**src/rtl/uart_boot_loader.sv**
```systemverilog
// uart_boot_loader: assembles the UART RX byte stream into 32-bit
// little-endian words, writes them into consecutive IMEM entries and holds
// the CPU in reset until the image is complete or the host goes idle.
module uart_boot_loader #(
  parameter int IMEM_ENTRIES = 4096,
  parameter int ADDR_W       = $clog2(IMEM_ENTRIES),
  parameter int IDLE_TIMEOUT = 0
) (
  input  logic              clk_i,
  input  logic              rst_ni,
  input  logic              rx_rvalid_i,
  output logic              rx_rready_o,
  input  logic [7:0]        rx_rdata_i,
  output logic              imem_we_o,
  output logic [ADDR_W-1:0] imem_addr_o,
  output logic [31:0]       imem_wdata_o,
  output logic              cpu_rst_o,
  output logic              done_o,
  output logic [ADDR_W:0]   words_o
);

  // Idle counter is at least one bit wide so the design still elaborates
  // with the timeout disabled.
  localparam int IDLE_W    = (IDLE_TIMEOUT > 0) ? $clog2(IDLE_TIMEOUT + 1) : 1;
  localparam int IDLE_LAST = (IDLE_TIMEOUT > 0) ? IDLE_TIMEOUT - 1 : 0;

  localparam logic [IDLE_W-1:0] IDLE_MAX   = IDLE_W'(IDLE_TIMEOUT);
  localparam logic [IDLE_W-1:0] IDLE_FIRE  = IDLE_W'(IDLE_LAST);
  localparam logic [ADDR_W:0]   FULL_WORDS = (ADDR_W + 1)'(IMEM_ENTRIES);

  typedef enum logic [1:0] {
    S_LOAD  = 2'd0,
    S_WRITE = 2'd1,
    S_DONE  = 2'd2
  } state_e;

  state_e              state_q, state_d;
  logic [1:0]          lane_q;
  logic [31:0]         asm_q;
  logic [31:0]         word_d;
  logic [IDLE_W-1:0]   idle_q;
  logic                started_q;
  logic                flush_q;
  logic [ADDR_W:0]     words_q;
  logic [ADDR_W:0]     words_inc;
  logic [ADDR_W-1:0]   addr_q;
  logic [31:0]         wdata_q;
  logic                rready_q;
  logic                cpu_rst_q;
  logic                done_q;
  logic                accept;
  logic                timeout;

  // rready is registered, so it is already 0 in WRITE/DONE.
  assign accept    = rx_rvalid_i & rready_q;
  assign words_inc = words_q + 1'b1;

  // idle_q counts idle LOAD cycles since the last accepted byte; the timeout
  // fires on the edge that would bring it to IDLE_TIMEOUT. An arriving byte
  // always wins over the timeout.
  assign timeout = (IDLE_TIMEOUT != 0) && started_q && (state_q == S_LOAD)
                   && !accept && (idle_q == IDLE_FIRE);

  // Next-state selection and the word as it will be written.
  always_comb begin
    // NOTE: every signal gets a default first so no path through the case
    // leaves it unassigned, which would otherwise infer a latch.
    state_d = state_q;
    word_d  = asm_q;
    if (accept) begin
      word_d[{lane_q, 3'b000} +: 8] = rx_rdata_i;
    end
    case (state_q)
      S_LOAD: begin
        if (accept && (lane_q == 2'd3)) begin
          state_d = S_WRITE;
        end else if (timeout) begin
          // A partial word is flushed with zero upper lanes; an aligned
          // stream simply stops.
          state_d = (lane_q != 2'd0) ? S_WRITE : S_DONE;
        end
      end
      S_WRITE: state_d = ((words_inc == FULL_WORDS) || flush_q) ? S_DONE : S_LOAD;
      S_DONE:  state_d = S_DONE;
      default: state_d = S_LOAD;
    endcase
  end

  // State and registered control outputs.
  always_ff @(posedge clk_i or negedge rst_ni) begin
    // NOTE: non-blocking assignments so every register samples the
    // pre-edge values regardless of statement order.
    if (!rst_ni) begin
      state_q   <= S_LOAD;
      rready_q  <= 1'b0;
      cpu_rst_q <= 1'b1;
      done_q    <= 1'b0;
    end else begin
      state_q   <= state_d;
      rready_q  <= (state_d == S_LOAD);
      cpu_rst_q <= (state_d != S_DONE);
      done_q    <= (state_d == S_DONE);
    end
  end

  // Byte assembly, idle counting, word capture and the word counter.
  always_ff @(posedge clk_i or negedge rst_ni) begin
    if (!rst_ni) begin
      lane_q    <= '0;
      asm_q     <= '0;
      idle_q    <= '0;
      started_q <= 1'b0;
      flush_q   <= 1'b0;
      words_q   <= '0;
      addr_q    <= '0;
      wdata_q   <= '0;
    end else begin
      if (accept) begin
        asm_q[{lane_q, 3'b000} +: 8] <= rx_rdata_i;
        lane_q    <= lane_q + 2'd1;
        started_q <= 1'b1;
      end else if (state_q == S_WRITE) begin
        asm_q  <= '0;
        lane_q <= '0;
      end

      if (state_q == S_LOAD) begin
        if (accept) begin
          idle_q <= '0;
        end else if (started_q && (idle_q != IDLE_MAX)) begin
          idle_q <= idle_q + 1'b1;
        end
      end

      // Address and data are captured on entry to WRITE and then held.
      if ((state_q == S_LOAD) && (state_d == S_WRITE)) begin
        addr_q  <= words_q[ADDR_W-1:0];
        wdata_q <= word_d;
        flush_q <= timeout;
      end

      if (state_q == S_WRITE) begin
        words_q <= words_inc;
      end
    end
  end

  // Write strobe decodes the state directly, so reset drops it at once.
  assign imem_we_o    = (state_q == S_WRITE);
  assign imem_addr_o  = addr_q;
  assign imem_wdata_o = wdata_q;
  assign rx_rready_o  = rready_q;
  assign cpu_rst_o    = cpu_rst_q;
  assign done_o       = done_q;
  assign words_o      = words_q;

endmodule

```
**config.mk**
```make
export PLATFORM = sky130hd
export DESIGN_NAME = uart_boot_loader
export DESIGN_NICKNAME = d
export VERILOG_FILES = /design/src/rtl/uart_boot_loader.sv
export SDC_FILE = /design/constraint.sdc
export NUM_CORES = 1
export LEC_CHECK = 0
export BUFFER_PORTS_ARGS = -buffer_cell sky130_fd_sc_hd__buf_2
export CAP_MARGIN = 30
export CORE_MARGIN = 8
export CORE_UTILIZATION = 40
export DETAILED_ROUTE_END_ITERATION = 12
export GPL_TIMING_DRIVEN = 0
export SYNTH_ARGS = -nofsm -noshare
export SYNTH_HDL_FRONTEND = slang
export SYNTH_SLANG_ARGS = --single-unit
```
**constraint.sdc**
```tcl
create_clock -name clk_i -period 2.7 [get_ports clk_i]
set_clock_uncertainty 0.05 [all_clocks]
set_input_delay 0.135 -clock clk_i [delete_from_list [all_inputs] [get_ports clk_i]]
set_output_delay 0.135 -clock clk_i [all_outputs]
set_load 0.02 [all_outputs]
```
==> out/summary.log <==
qor: finish.multi_input_area 1530 sq um
qor: floorplanning.core_area 9640 sq um
qor: critical_path.path_common_cell sky130_fd_sc_hd__inv_1
qor: power_and_ir_drop.p_per_area 919 nW/um^2
qor: power_and_ir_drop.max-vdd-ir-drop 0.397 mV
qor: finish.drive_above_1_share 23.8%
qor: global_route.first_global_vias 3030
qor: placed_design.hpwl 6890 um
qor: global_route.global_route.usage.total 15.4%
qor: sta.finalHoldViolCount 0
qor: finish.fin_util 48.0%
qor: clock_network.clkSinkCount 88
qor: power_and_ir_drop.p_leak 2.30 nW
qor: global_route.grt_pass1_wl 15900 um
qor: floorplanning.die_height 115 um
qor: sta.slew_headroom 53.9%
qor: clock_network.ctsLongestPathBuffers 2
qor: synth.count_of_different_cell_masters_after_synthesis 41
qor: floorplanning.floorplan.rows 36
qor: finish.area_delta_synth_final 18.4%
qor: synth.synth_top_cells_by_area sky130_fd_sc_hd__dfrtp_1 56%, sky130_fd_sc_hd__nand2_1 8.1%, sky130_fd_sc_hd__a22o_1 5.4%
qor: finish.register_area 2200 sq um
qor: synth.yosysWarnings 0
qor: critical_path.crit_buf_inv 3
qor: global_route.grt_start_max_net_pins 57
qor: critical_path.critical-path-slowest-cell sky130_fd_sc_hd__dfrtp_1
qor: routing.routed_wl 9630 um
qor: flow_run.cap_violations 0
qor: placed_design.dp_worst_setup_slack 0.215 ns
qor: synth.synth-edff-count 0
qor: synth.syn_nets 391
qor: clock_network.path_clk_slew 0.09 ns
qor: finish.final_cell_area 4630 sq um
qor: global_route.number_of_antenna_violations_at_the_first_check_in_global_routing 0
qor: critical_path.worst-endpoint-required 2.92 ns
qor: critical_path.ff2ff_path_depth 7
qor: global_route.globalRoute.totalOverflow 0
qor: synth.synth_common_cells 87 x sky130_fd_sc_hd__dfrtp_1, 84 x sky130_fd_sc_hd__nand2_1, 28 x sky130_fd_sc_hd__o21ai_0
qor: synth.synth_top_area_share 55.7%
qor: synth.seq_area_frac_synth 56.4%
qor: sta.max_clock_freq 0.406 GHz
qor: run_status.run_status finished clean
qor: synth.post-synth-top-area-cell sky130_fd_sc_hd__dfrtp_1
qor: synth.syn_inst 374
qor: floorplanning.top_level_ports 72
qor: sta.tightest_slew 0.688 ns
qor: power_and_ir_drop.total_power_of_the_final_layout 4.25 mW
qor: clock_network.cts_buffers 9
qor: synth.async_flop_share 100%
qor: sta.setup_tns 0 ns
qor: clock_network.number_of_buffers_inserted_for_hold_repair_after_clock_tree_synthesis 1
qor: placed_design.post_dp_cell_area 4410 sq um
qor: critical_path.crit_path_start lane_q[0]$_DFFE_PN0P_
qor: sta.timing_max_transition_violations_final 0
qor: critical_path.r2r_end imem_wdata_o[15]$_DFFE_PN0P_
qor: floorplanning.die_w 115 um
qor: routing.ant_nets 0
qor: placed_design.io_buffer_count 62
qor: finish.num-nets-final 466
qor: finish.fillCellCount 954
qor: synth.syn_area 3910 sq um
qor: critical_path.worstReg2RegStart lane_q[0]$_DFFE_PN0P_
qor: sta.finalHoldWorstSlack 0.130 ns
qor: floorplanning.die_area 13200 sq um
qor: sta.postLayoutSetupSlackWorst 0.236 ns
qor: critical_path.endpoint imem_wdata_o[15]$_DFFE_PN0P_
qor: critical_path.r2r_setup_slack 0.24 ns
qor: synth.syn-mean-instance-area 10.4 sq um
qor: critical_path.setup.worst_path.end_class register
qor: routing.number_of_violations_reported_at_the_end_of_detailed_routing_iteration_0 108
qor: clock_network.clock_tree_from_tritoncts yes
qor: critical_path.worstSetupStartpointType register
qor: sta.grt_setup_unrepaired false
qor: critical_path.critical_path_cell_count 7
qor: routing.detail_route.first_pass.iterations 5
qor: sta.report.final.setup_viol 0
qor: critical_path.cpLargestDelayFamily buffers and inverters
qor: sta.period_needed 2.46 ns
qor: placed_design.placed_cells 570
qor: synth.most_used_standard_cell_by_instance_count_after_synthesis sky130_fd_sc_hd__dfrtp_1
qor: routing.drc 0
qor: sta.final.period_utilization 91.3%
qor: finish.fin_cells 588
qor: critical_path.worst-setup-path-type reg2reg
qor: critical_path.largest_fanout_of_any_net_on_the_critical_path 10
qor: routing.wire_length_per_cell_after_detailed_routing 16.4 um
qor: critical_path.critical_path_arrival 2.69 ns
qor: clock_network.post_cts.repair.setup_buffers 0
qor: clock_network.clock_root_cell sky130_fd_sc_hd__clkbuf_8
qor: synth.postSynthRegisterBits 88
qor: min_path.min-delay-path-class in2reg
qor: placed_design.gp_congestion 0.803
qor: floorplanning.initial_utilization 40.5%
qor: routing.via_per_inst 5.08
qor: routing.route.vias.total 2986
qor: clock_network.clock_insertion_delay_worst_skew 0.35 ns
qor: critical_path.stage_delay_of_the_slowest_cell_on_the_critical_path 0.56 ns
qor: clock_network.postCtsResizedCells 0
qor: clock_network.clock_tree.htree_level_count 3
qor: synth.ys.flop_type sky130_fd_sc_hd__dfrtp_1
qor: critical_path.critical_path.cell_chain inv_1 -> ha_1 -> inv_1 -> nor4_4 -> buf_4 -> a22oi_1 -> o21ai_0
## sequential cells by signal, summed over array words and instances, names as in the netlist
| signal | cells |
|---|---|
| rx_rready_o | 1 |
| imem_wdata_o | 32 |
| state_q | 2 |
| asm_q | 24 |
| cpu_rst_o | 1 |
| imem_addr_o | 12 |
| lane_q | 2 |
| done_o | 1 |
| words_o | 13 |
## report_power, final
group          switching (mW)  internal, mW  total, mW
clock network           0.504         0.438      0.942
registers               0.230          1.66       1.89
logic                   0.910         0.509       1.42
total                    1.64          2.61       4.25
## worst min-delay path: cells and delay by family
| family | cells | cell delay (ns) |
|---|---|---|
| simple gates | 2 | 0.17 |
| buf+inv | 1 | 0.19 |
## how the worst min path moves through the flow
stage,from,cells past startpoint,end
after CTS,rx_rdata_i[5],3,imem_wdata_o[29]$_DFFE_PN0P_
final,rx_rdata_i[5],3,imem_wdata_o[29]$_DFFE_PN0P_
after global placement,imem_addr_o[1]$_DFFE_PN0P_,2,imem_addr_o[1]$_DFFE_PN0P_
after global routing,rx_rdata_i[4],3,imem_wdata_o[28]$_DFFE_PN0P_
after floorplan,rst_ni,0,asm_q[0]$_DFFE_PN0P_
after detailed placement,rst_ni,1,imem_wdata_o[8]$_DFFE_PN0P_
## routing by layer
layer  wire (um)  track usage [%]  up-vias  share of wire (%)
met5           0                0        -                  0
met4         113             5.52        0                1.2
met3         649             4.36       11                6.7
met2        4480             24.6       62                 47
met1        4380             19.6     1453                 46
li1            -                -     1460                  -
## kinds of logic after synthesis
| group | count (synthesis) | share of synthesized area (%) |
|---|---|---|
| AOI/OAI and AO/OA | 90 | 16.5 |
| DFF | 88 | 56.4 |
| and+or+nand+nor | 138 | 18.1 |
| buffers and inverters | 40 | 4.42 |
| xor gates and xnor gates | 12 | 2.69 |
| adders and majority gates | 6 | 1.92 |
## cell usage in the layout (no fill, tap or decap), drive strengths merged, types with 3 or more instances in the layout
| cell type | netlist | routed |
|---|---|---|
| ha | 6 | 6 |
| nor4 | 7 | 7 |
| xnor2 | 7 | 7 |
| nand2 | 85 | 85 |
| a22oi | 24 | 24 |
| a21oi | 3 | 3 |
| dfrtp | 87 | 87 |
| inv | 9 | 12 |
| xor2 | 5 | 5 |
| nor3 | 5 | 5 |
| nand3 | 21 | 21 |
| and3 | 3 | 3 |
| clkbuf | 17 | 26 |
| o21ai | 28 | 28 |
| a22o | 24 | 24 |
| buf | 14 | 77 |
| nor2 | 3 | 3 |
## layout make-up
class                           instances  area share (%)
Timing Repair Buffer                   64            7.57
Antenna cell                            1          0.0541
Inverter                                9           0.730
Clock buffer                            9            2.68
Multi-Input combinational cell        246            33.1
Sequential cell                        88            47.6
Clock inverter                          7            1.68
Tap cell                              133            3.60
Buffer                                 31            3.00
Note: power is estimated with default switching activity, not from simulation.
